==> config.mk <==
export PLATFORM = sky130hd
export DESIGN_NAME = bus_arbiter_flat
export DESIGN_NICKNAME = d
export VERILOG_FILES = /design/src/rtl/bus_pkg.sv /design/src/rtl/bus_arbiter_if.sv /design/src/rtl/rr_picker.sv /design/src/rtl/bus_arbiter.sv /design/src/flat_wrapper.sv
export SDC_FILE = /design/constraint.sdc
export NUM_CORES = 1
export LEC_CHECK = 0
export ABC_CLOCK_PERIOD_IN_PS = 1900
export BUFFER_PORTS_ARGS = -buffer_cell sky130_fd_sc_hd__buf_2
export CORE_AREA = 3 3 136 138
export CTS_BUF_LIST = sky130_fd_sc_hd__clkbuf_4
export DETAILED_ROUTE_END_ITERATION = 8
export DIE_AREA = 0 0 139 141
export GPL_ROUTABILITY_DRIVEN = 0
export GPL_TIMING_DRIVEN = 0
export RECOVER_POWER = 50
export SLEW_MARGIN = 20
export SYNTH_ARGS = -nofsm -noshare
export SYNTH_HDL_FRONTEND = slang
export SYNTH_SLANG_ARGS = --single-unit
==> constraint.sdc <==
create_clock -name clk -period 1.9 [get_ports clk]
set_input_delay 0.095 -clock clk [delete_from_list [all_inputs] [get_ports clk]]
set_output_delay 0.095 -clock clk [all_outputs]
set_load 0.01 [all_outputs]
==> src/rtl/bus_pkg.sv <==
// Shared types and slice widths for the snooping-bus arbiter.
package bus_pkg;

    localparam int ADDR_W = 32;
    localparam int DATA_W = 32;
    localparam int OP_W   = 2;

    typedef enum logic [OP_W-1:0] {
        BUS_RD   = 2'b00,
        BUS_UPGR = 2'b01,
        BUS_RDX  = 2'b10,
        BUS_NON  = 2'b11
    } bus_op_e;

    typedef enum logic [1:0] {
        IDLE = 2'd0,
        OWN  = 2'd1,
        GAP  = 2'd2
    } arb_state_e;

endpackage

==> src/rtl/bus_arbiter_if.sv <==
// Core-side request/snoop inputs and the arbitrated broadcast bus outputs.
interface bus_arbiter_if #(
    parameter int NUM_CORES = 4
);
    import bus_pkg::*;

    localparam int ID_W = $clog2(NUM_CORES);

    // Handshake: a core raises req_core and holds it (level) until its bus
    // work is done; grant is a registered one-hot answer, and while a core's
    // grant bit is high the broadcast bus carries that core's op/address/data.
    logic [NUM_CORES-1:0]        req_core;
    logic [OP_W*NUM_CORES-1:0]   core_operation;
    logic [ADDR_W*NUM_CORES-1:0] core_address;
    logic [DATA_W*NUM_CORES-1:0] core_data;
    logic [NUM_CORES-1:0]        core_cache_hit;

    logic [NUM_CORES-1:0]        grant;
    logic [OP_W-1:0]             bus_operation;
    logic [ADDR_W-1:0]           bus_address;
    logic [DATA_W-1:0]           bus_data;
    logic                        bus_valid;
    logic [ID_W-1:0]             owner_id;
    logic                        cache_hit_out;
    logic                        timeout;
    arb_state_e                  dbg_state;

    modport master (
        input  req_core, core_operation, core_address, core_data, core_cache_hit,
        output grant, bus_operation, bus_address, bus_data, bus_valid,
               owner_id, cache_hit_out, timeout, dbg_state
    );

    modport slave (
        output req_core, core_operation, core_address, core_data, core_cache_hit,
        input  grant, bus_operation, bus_address, bus_data, bus_valid,
               owner_id, cache_hit_out, timeout, dbg_state
    );

endinterface

==> src/rtl/rr_picker.sv <==
// Combinational round-robin priority encoder: first set request after 'last', wrapping.
module rr_picker #(
    parameter int N    = 4,
    parameter int ID_W = $clog2(N)
) (
    input  logic [N-1:0]    req,
    input  logic [ID_W-1:0] last,
    output logic            valid,
    output logic [ID_W-1:0] winner
);

    logic [ID_W-1:0] idx;

    always_comb begin
        valid  = 1'b0;
        winner = '0;
        idx    = '0;
        for (int i = 1; i <= N; i++) begin
            idx = ID_W'((int'(last) + i) % N);
            if (!valid && req[idx]) begin
                valid  = 1'b1;
                winner = idx;
            end
        end
    end

endmodule

==> src/rtl/bus_arbiter.sv <==
// Round-robin owner of the shared snooping bus with a hold timeout and a
// broadcast mux that forwards the owner's operation/address/data to all snoopers.
module bus_arbiter
    import bus_pkg::*;
#(
    parameter int NUM_CORES = 4,
    parameter int MAX_HOLD  = 16
) (
    input logic            clk,
    input logic            reset,
    bus_arbiter_if.master  arb
);

    localparam int ID_W   = $clog2(NUM_CORES);
    localparam int HOLD_W = $clog2(MAX_HOLD);

    localparam logic [1:0] S_IDLE = IDLE;
    localparam logic [1:0] S_OWN  = OWN;
    localparam logic [1:0] S_GAP  = GAP;

    localparam logic [HOLD_W-1:0] HOLD_LAST = HOLD_W'(MAX_HOLD - 1);

    logic [1:0]           state_q;
    logic [NUM_CORES-1:0] grant_q;
    logic [ID_W-1:0]      owner_q;
    logic [ID_W-1:0]      last_q;
    logic [HOLD_W-1:0]    hold_q;
    logic                 timeout_q;

    logic                 pick_valid;
    logic [ID_W-1:0]      pick_id;
    logic                 owner_req;
    logic                 others_req;
    logic                 own;

    logic [OP_W-1:0]      op_slice   [NUM_CORES];
    logic [ADDR_W-1:0]    addr_slice [NUM_CORES];
    logic [DATA_W-1:0]    data_slice [NUM_CORES];

    for (genvar i = 0; i < NUM_CORES; i++) begin : g_slice
        assign op_slice[i]   = arb.core_operation[OP_W*i +: OP_W];
        assign addr_slice[i] = arb.core_address[ADDR_W*i +: ADDR_W];
        assign data_slice[i] = arb.core_data[DATA_W*i +: DATA_W];
    end

    rr_picker #(
        .N    (NUM_CORES),
        .ID_W (ID_W)
    ) u_picker (
        .req    (arb.req_core),
        .last   (last_q),
        .valid  (pick_valid),
        .winner (pick_id)
    );

    assign owner_req  = arb.req_core[owner_q];
    // grant_q is one-hot on the owner in OWN, so masking it leaves only competitors.
    assign others_req = |(arb.req_core & ~grant_q);
    assign own        = (state_q == S_OWN);

    always_ff @(posedge clk or negedge reset) begin
        if (!reset) begin
            state_q   <= S_IDLE;
            grant_q   <= '0;
            owner_q   <= '0;
            last_q    <= ID_W'(NUM_CORES - 1);
            hold_q    <= '0;
            timeout_q <= 1'b0;
        end else begin
            timeout_q <= 1'b0;
            case (state_q)
                S_IDLE: begin
                    if (pick_valid) begin
                        state_q <= S_OWN;
                        grant_q <= NUM_CORES'(1) << pick_id;
                        owner_q <= pick_id;
                        last_q  <= pick_id;
                        hold_q  <= '0;
                    end
                end
                S_OWN: begin
                    if (hold_q != HOLD_LAST) begin
                        hold_q <= hold_q + 1'b1;
                    end
                    if (!owner_req) begin
                        state_q <= S_GAP;
                        grant_q <= '0;
                    end else if (hold_q == HOLD_LAST && others_req) begin
                        state_q   <= S_GAP;
                        grant_q   <= '0;
                        timeout_q <= 1'b1;
                    end
                end
                S_GAP: begin
                    state_q <= S_IDLE;
                end
                default: begin
                    state_q <= S_IDLE;
                    grant_q <= '0;
                end
            endcase
        end
    end

    always_comb begin
        arb.bus_operation = BUS_NON;
        arb.bus_address   = '0;
        arb.bus_data      = '0;
        arb.cache_hit_out = 1'b0;
        if (own) begin
            arb.bus_operation = op_slice[owner_q];
            arb.bus_address   = addr_slice[owner_q];
            arb.bus_data      = data_slice[owner_q];
            arb.cache_hit_out = |(arb.core_cache_hit & ~grant_q);
        end
    end

    assign arb.grant     = grant_q;
    assign arb.bus_valid = own;
    assign arb.owner_id  = owner_q;
    assign arb.timeout   = timeout_q;
    assign arb.dbg_state = arb_state_e'(state_q);

endmodule

==> src/flat_wrapper.sv <==
// flat-port wrapper written by rule: the top's interface ports become plain ports
module bus_arbiter_flat import bus_pkg::*;
#(
    parameter int NUM_CORES = 4,
    parameter int MAX_HOLD  = 16
)
  (clk, reset, arb_req_core, arb_core_operation, arb_core_address, arb_core_data, arb_core_cache_hit, arb_grant, arb_bus_operation, arb_bus_address, arb_bus_data, arb_bus_valid, arb_owner_id, arb_cache_hit_out, arb_timeout, arb_dbg_state);
  bus_arbiter_if #(.NUM_CORES(NUM_CORES)) arb_i ();
  input logic clk;
  input logic reset;
  input wire logic [$bits(arb_i.req_core)-1:0] arb_req_core;
  input wire logic [$bits(arb_i.core_operation)-1:0] arb_core_operation;
  input wire logic [$bits(arb_i.core_address)-1:0] arb_core_address;
  input wire logic [$bits(arb_i.core_data)-1:0] arb_core_data;
  input wire logic [$bits(arb_i.core_cache_hit)-1:0] arb_core_cache_hit;
  output wire logic [$bits(arb_i.grant)-1:0] arb_grant;
  output wire logic [$bits(arb_i.bus_operation)-1:0] arb_bus_operation;
  output wire logic [$bits(arb_i.bus_address)-1:0] arb_bus_address;
  output wire logic [$bits(arb_i.bus_data)-1:0] arb_bus_data;
  output wire logic [$bits(arb_i.bus_valid)-1:0] arb_bus_valid;
  output wire logic [$bits(arb_i.owner_id)-1:0] arb_owner_id;
  output wire logic [$bits(arb_i.cache_hit_out)-1:0] arb_cache_hit_out;
  output wire logic [$bits(arb_i.timeout)-1:0] arb_timeout;
  output wire logic [$bits(arb_i.dbg_state)-1:0] arb_dbg_state;
  assign arb_i.req_core = arb_req_core;
  assign arb_i.core_operation = arb_core_operation;
  assign arb_i.core_address = arb_core_address;
  assign arb_i.core_data = arb_core_data;
  assign arb_i.core_cache_hit = arb_core_cache_hit;
  assign arb_grant = arb_i.grant;
  assign arb_bus_operation = arb_i.bus_operation;
  assign arb_bus_address = arb_i.bus_address;
  assign arb_bus_data = arb_i.bus_data;
  assign arb_bus_valid = arb_i.bus_valid;
  assign arb_owner_id = arb_i.owner_id;
  assign arb_cache_hit_out = arb_i.cache_hit_out;
  assign arb_timeout = arb_i.timeout;
  assign arb_dbg_state = arb_i.dbg_state;
  bus_arbiter #(.NUM_CORES(NUM_CORES), .MAX_HOLD(MAX_HOLD)) u_core (.clk(clk), .reset(reset), .arb(arb_i));
endmodule
After elaboration in Yosys (flattened, before gate mapping)

Cells that the tools add are included.

Shifts and indexed selects: 1
Bitwise logic cells: 5
Reduce and logical (&&, ||, !) cells: 15
Muxes and demuxes: 45
Magnitude comparators: 6
Add/subtract/negate cells: 5
Equal/unequal tests: 7

Operators by type and width:

| cell                                                                          | count |
|---|---|
| 32-bit 2-to-1 mux                                                             | 6 |
| 32-bit binary-select mux with 2-bit select                                    | 2 |
| 2-bit 2-to-1 mux                                                              | 10 |
| 4-bit 2-to-1 mux                                                              | 5 |
| 2-bit by 3-bit less-than comparator with 1-bit output (second input constant) | 5 |
| 1-bit 2-to-1 mux                                                              | 13 |
| 4-bit case mux with 3 select lines                                            | 1 |
| 1-bit binary-select mux with 2-bit select                                     | 5 |
| 4-bit bitwise AND                                                             | 2 |
| 4-bit case mux with 2 select lines                                            | 1 |
| 4-bit OR reduction                                                            | 2 |
| 3-bit AND reduction                                                           | 2 |
| 2-bit by 1-bit adder with 2-bit output (second input constant)                | 2 |
| 2-bit adder (second input constant)                                           | 2 |
| 4-bit by 1-bit adder with 4-bit output (second input constant)                | 1 |
| 2-bit binary-select mux with 2-bit select                                     | 1 |
| 4-bit equality test (second input constant)                                   | 1 |
| 1-bit logical AND                                                             | 4 |
| 2-bit by 1-bit inequality test with 1-bit output (second input constant)      | 2 |
| 4-bit inequality test (second input constant)                                 | 1 |
| 4-bit NOT                                                                     | 1 |
| 2-bit case mux with 2 select lines                                            | 1 |
| 2-bit AND reduction                                                           | 2 |
| 1-bit by 2-bit left shift with 4-bit output (first input constant)            | 1 |
| 9 further kinds                                                               | 11 |

Register bits after elaboration: 15
Output and inout bits: 77
Word-level logic and storage cells: 90
Input port bits: 274

Depth between registers and ports, before layout

Depth after elaboration: 16
Mapped depth: 6
Gate-level depth less buffers: 5

Hierarchy

Synthesis repeated with hierarchy kept, for this count alone.

Cell total of the unflattened synthesis: 245
Area, all modules: 2847.7 µm²

Modules (own cells, without submodules):

| module      | times used | sequential area each (µm²) | cells each | area each (µm²) |
|---|---|---|---|---|
| bus_arbiter | 1          | 377.9                      | 231        | 2756.4 |
| rr_picker   | 1          | 0.0                        | 14         | 91.3 |

Worst setup path after synthesis

Ideal clock, no wire load.

Path kind: register to register
From: register u_core.last_q[1]
To: register u_core.grant_q[1] (netlist: u_core.arb.grant[1])
Stages on the path, launching flop included: 6
Data arrival time: 1.584 ns
Setup slack: 0.194 ns
Clock period less this slack: 1.706 ns
Buffers on the path: 1
Data required time: 1.778 ns
Cell sequence: dfstp_2 -> clkbuf_1 -> mux2i_1 -> nor2_1 -> or3_1 -> a32o_1

Word-level cells in the longest chain between the ends: 16
Elaborated cells between the ends (all ways): 31
Those cells by class: 4 x add/sub; 1 x eq/ne; 1 x shift; 18 x mux; 7 x reduce/logical

Ends and longest elaborated chain:

| what                                        | RTL line          | source |
|---|---|---|
| from (decl)                                 | bus_arbiter.sv:26 | `logic [ID_W-1:0] last_q;` |
| from (signal assigned)                      | bus_arbiter.sv:66 | `last_q <= ID_W'(NUM_CORES - 1);` |
| from (signal assigned)                      | bus_arbiter.sv:77 | `last_q <= pick_id;` |
| 2-bit by 1-bit adder with 2-bit output      | rr_picker.sv:19   | `idx = ID_W'((int'(last) + i) % N);` |
| 1-bit binary-select mux with 2-bit select   | rr_picker.sv:20   | `if (!valid && req[idx]) begin` |
| 1-bit 2-to-1 mux (not written as such)      | rr_picker.sv:20   |  |
| 1-bit 2-to-1 mux                            | rr_picker.sv:20   |  |
| 1-bit logical NOT                           | rr_picker.sv:20   |  |
| 1-bit logical AND                           | rr_picker.sv:20   |  |
| 1-bit 2-to-1 mux                            | rr_picker.sv:20   |  |
| 1-bit logical NOT                           | rr_picker.sv:20   |  |
| 1-bit logical AND                           | rr_picker.sv:20   |  |
| 1-bit 2-to-1 mux                            | rr_picker.sv:20   |  |
| 1-bit logical NOT                           | rr_picker.sv:20   |  |
| 1-bit logical AND                           | rr_picker.sv:20   |  |
| 2-bit 2-to-1 mux                            | rr_picker.sv:20   |  |
| 1-bit by 2-bit left shift with 4-bit output | bus_arbiter.sv:75 | `grant_q <= NUM_CORES'(1) << pick_id;` |
| 4-bit 2-to-1 mux                            | bus_arbiter.sv:73 | `if (pick_valid) begin` |
| 4-bit case mux with 3 select lines          | bus_arbiter.sv:71 | `case (state_q)` |
| to (signal assigned)                        | bus_arbiter.sv:75 |  |
| to (decl)                                   | bus_arbiter.sv:24 | `logic [NUM_CORES-1:0] grant_q;` |

Several ways; a longest one is shown, not always the timed one. The select of a mux whose other input is x is not followed.
A chain may end at the register's enable or synchronous reset.

Worst setup path after layout

From: register u_core.owner_q[0] (netlist: u_core.arb.owner_id[0])
To: output port arb_bus_address[31]

Word-level cells in the longest chain between the ends: 5

Ends and longest elaborated chain:

| what                                                  | RTL line           | source |
|---|---|---|
| from (decl)                                           | bus_arbiter.sv:25  | `logic [ID_W-1:0] owner_q;` |
| from (signal assigned)                                | bus_arbiter.sv:76  | `owner_q <= pick_id;` |
| 2-bit NOT with 3-bit output (not written as such)     | bus_arbiter.sv:112 | `arb.bus_address = addr_slice[owner_q];` |
| 32-bit binary-select mux with 2-bit select            | bus_arbiter.sv:112 |  |
| 32-bit 2-to-1 mux (not written as such) (2 in series) | bus_arbiter.sv:112 |  |
| 32-bit 2-to-1 mux                                     | bus_arbiter.sv:110 | `if (own) begin` |
| to (decl)                                             | flat_wrapper.sv:18 | `output wire logic [$bits(arb_i.bus_address)-1:0] arb_bus_address;` |

No other way between the ends. The select of a mux whose other input is x is not followed.

==> flow_summary.toml <==
[sta]
period_share_pct = 107
slew_violations = 0
fmax_ghz = 0.493
fin_skew_ps = 7.96
holdWs_ps = 344
setup_ws_ps = -127
worst_slew_pin_slew_ps = 867
rsz0062_at_grt = "true"
final_hold_viol_count = 0
fin_crit_ps = 2030
setup_tns_ps = -4970
finalSetupViolCount = 66
slew_headroom_pct = 42.2

[power]
ir_worst_vdd_uv = 868
p_leak_uw = 0.00287
power_density_mw_per_mm2 = 1390

[worst_hold_path]
min_from = "arb_req_core[2]"
hp-class = "in -> reg"
holdPathStages = 4
hold_end = "u_core.arb.dbg_state[1]"

[synth]
async_reset_ff_share_pct = 100
synth_area_leader_cell = "mux4_2"
synthTopCellsByArea = "mux4_2 52%, and2_1 14%, dfrtp_1 11%"
synthMuxAreaShare_pct = 52.6
synthXorXnorAreaFrac_pct = 0.608
synth_top_family_by_area = "multiplexers"
yosys.area_share.adder_pct = 0.434
yosys.area.top_type_share_pct = 51.6
synth.ff_latch_count = 15
synth_compound_area_share_pct = 6.64
synthSimpleGateAreaFrac_pct = 21.5
yosysWarnings = 0
synth_edf_count = 0
syn_inst = 240
ys.flop_type = "dfrtp_1"
postSynthAreaPerCell_um2 = 12.0
ys_types = 38
syn_area_mm2 = 0.00288
syn_nets = 515
ys_seq_area_share_pct = 13.1

[critical_path]
reg2reg_from = "u_core.last_q[1]"
crit_path_start_kind = "register"
criticalPathCategory = "reg -> out"
endpoint_kind = "output pin"
crit_path_max_fanout = 7
worstPathRequired_ps = 1800
worstReg2RegEnd = "u_core.arb.grant[1]"
rrSetupSlack_ps = 240
r2r_cells = 4
cp.arrival_ps = 1930

[final_layout]
antennaDiodeCount = 0
area_growth_pct = 101
seq_area_um2 = 379
fillers = 1827
multi_input_area_mm2 = 0.00247
nets = 891
drive_gt1_share_pct = 83.9

[grt]
grt_usage_pct = 14.9
grt_overflow = 0
grt_max_degree = 16
grt_pass1_vias = 4011
grt_first_pass_wirelength_um = 23300
antenna_found_initial = 2

[detailed_routing]
wl_um = 16100
via_count = 3793
drtIter0Drc = 152
route.detailed.drc = 0
dr_wl_met3_um = 1040
drt_pass1_iterations = 4
top_layer = "met5"
dr_wl_met2_um = 8370
ant_nets = 0
met1Wirelength_um = 6470
vias_per_cell = 4.52
wl_per_cell_um = 19.1

[clocking]
cts_max_path_buffers = 2
root_buffer = "clkbuf_4"
cts_buffers = 3
tritoncts = "yes"
clock-sinks = 15
htreeDepth = 1
clk-insertion-delay-late_ps = 300
clk_transition_reported_paths_ps = 100

[placement]
dpl.hpwl_um = 13800
port_buffers = 350

[die]
dieWidth_um = 139
dieArea_mm2 = 0.0196
core-area_mm2 = 0.0173
rows = 48
start_util_pct = 16.7
fp.dieH_um = 141
io_pins = 351

[run_status]
violations = "negative setup slack"
run_status = "finished, violations left"

[run]
drv_cap = 0
[worst max path at each step]
| stage | start | end | slack [ps] | cells after the start |
|---|---|---|---|---|
| after floorplan | u_core.last_q[1] | u_core.arb.grant[1] | 190 | 5 |
| after global placement | u_core.arb.dbg_state[1] | arb_bus_data[17] | -530 | 6 |
| after detailed placement | u_core.arb.dbg_state[1] | arb_bus_data[20] | -500 | 6 |
| after CTS | u_core.arb.owner_id[0] | arb_bus_data[11] | -180 | 6 |
| after global routing | u_core.arb.owner_id[0] | arb_bus_address[31] | -210 | 7 |
| final | u_core.arb.owner_id[0] | arb_bus_address[31] | -130 | 7 |
[worst max-delay path: stages (launching register included)]
cell	delay (ps)
dfrtp_1	390
buf_8	160
buf_12	140
buf_6	110
buf_6	80
mux4_2	480
and2_4	160
buf_6	110
[flip-flops by register name (all words and copies together) (netlist names)]
register	cells
u_core.arb.dbg_state	2
u_core.arb.owner_id	2
u_core.hold_q	4
u_core.arb.grant	4
u_core.arb.timeout	1
u_core.last_q	2
[routing by layer]
metal  global-route usage (%)  up-vias
li1                         -     1698
met1                     19.7     1891
met2                     26.6      185
met3                     2.31       15
met4                     1.85        4
met5                        0        -
[layout by cell type (no fill, tap or decap), drive strengths merged, types with 2 or more instances in the layout]
master / count
a21oi: 3
xnor2: 2
clkbuf: 18
mux2i: 3
mux4: 66
and2: 64
buf: 379
dfrtp: 13
nor2b: 5
a22o: 3
nand3b: 2
dfstp: 2
a21o: 3
nor2: 10
o21ai: 2
nand3: 5
o22ai: 3
nand2b: 5
nand2: 5
inv: 5
[cells in the mapped netlist, drive strengths merged (3+ instances only)]
master,n
buf,13
nand3,5
dfrtp,13
mux2i,3
nor2,10
o22ai,3
a21o,3
inv,6
and2,64
nor2b,5
a21oi,3
mux4,66
clkbuf,11
a22o,3
nand2,5
nand2b,5
[power breakdown]
group          switching [uW]  internal, uW
registers                 166           466
clock network             115          78.4
logic                    2870          4330
total                    3150          4880
[through the flow]
step                instances  cell area, um^2  setup WS, ps  util, %  power [uW]
global route              840             5780          -208     33.4        8590
detailed placement        815             4920          -503     28.4        5840
CTS                       834             5330          -183     30.8        7000
global placement          815             4920          -535     28.4        5770
finish                    840             5780          -127     33.4        8030
floorplan                 240             2880           194        -        4040
[final cells by class]
cell class                 count  area share [%]
multi-input combinational    195            42.8
timing repair buffer         372            40.2
buffer                        23            4.65
clock buffer                   3           0.389
sequential                    15            6.56
inverter                       6           0.454
clock inverter                 1          0.0865
tap                          225            4.87
[what timing repair did]
action	4_1_cts	5_1_grt
pin swaps	15	30
gates cloned	2	4
setup buffers	12	3
endpoints found under the hold margin	13	0
resized for setup	70	87
endpoints found under the setup margin	69	68
hold buffers	1	0
[cell families after synthesis]
| family | count (synthesis) |
|---|---|
| DFF | 15 |
| adders and majority gates | 1 |
| AOI/OAI and AO/OA | 21 |
| muxes | 69 |
| and+or+nand+nor | 102 |
| buffers and inverters | 30 |
| xor gates and xnor gates | 2 |
No activity file was read; power rests on OpenSTA's default activity.
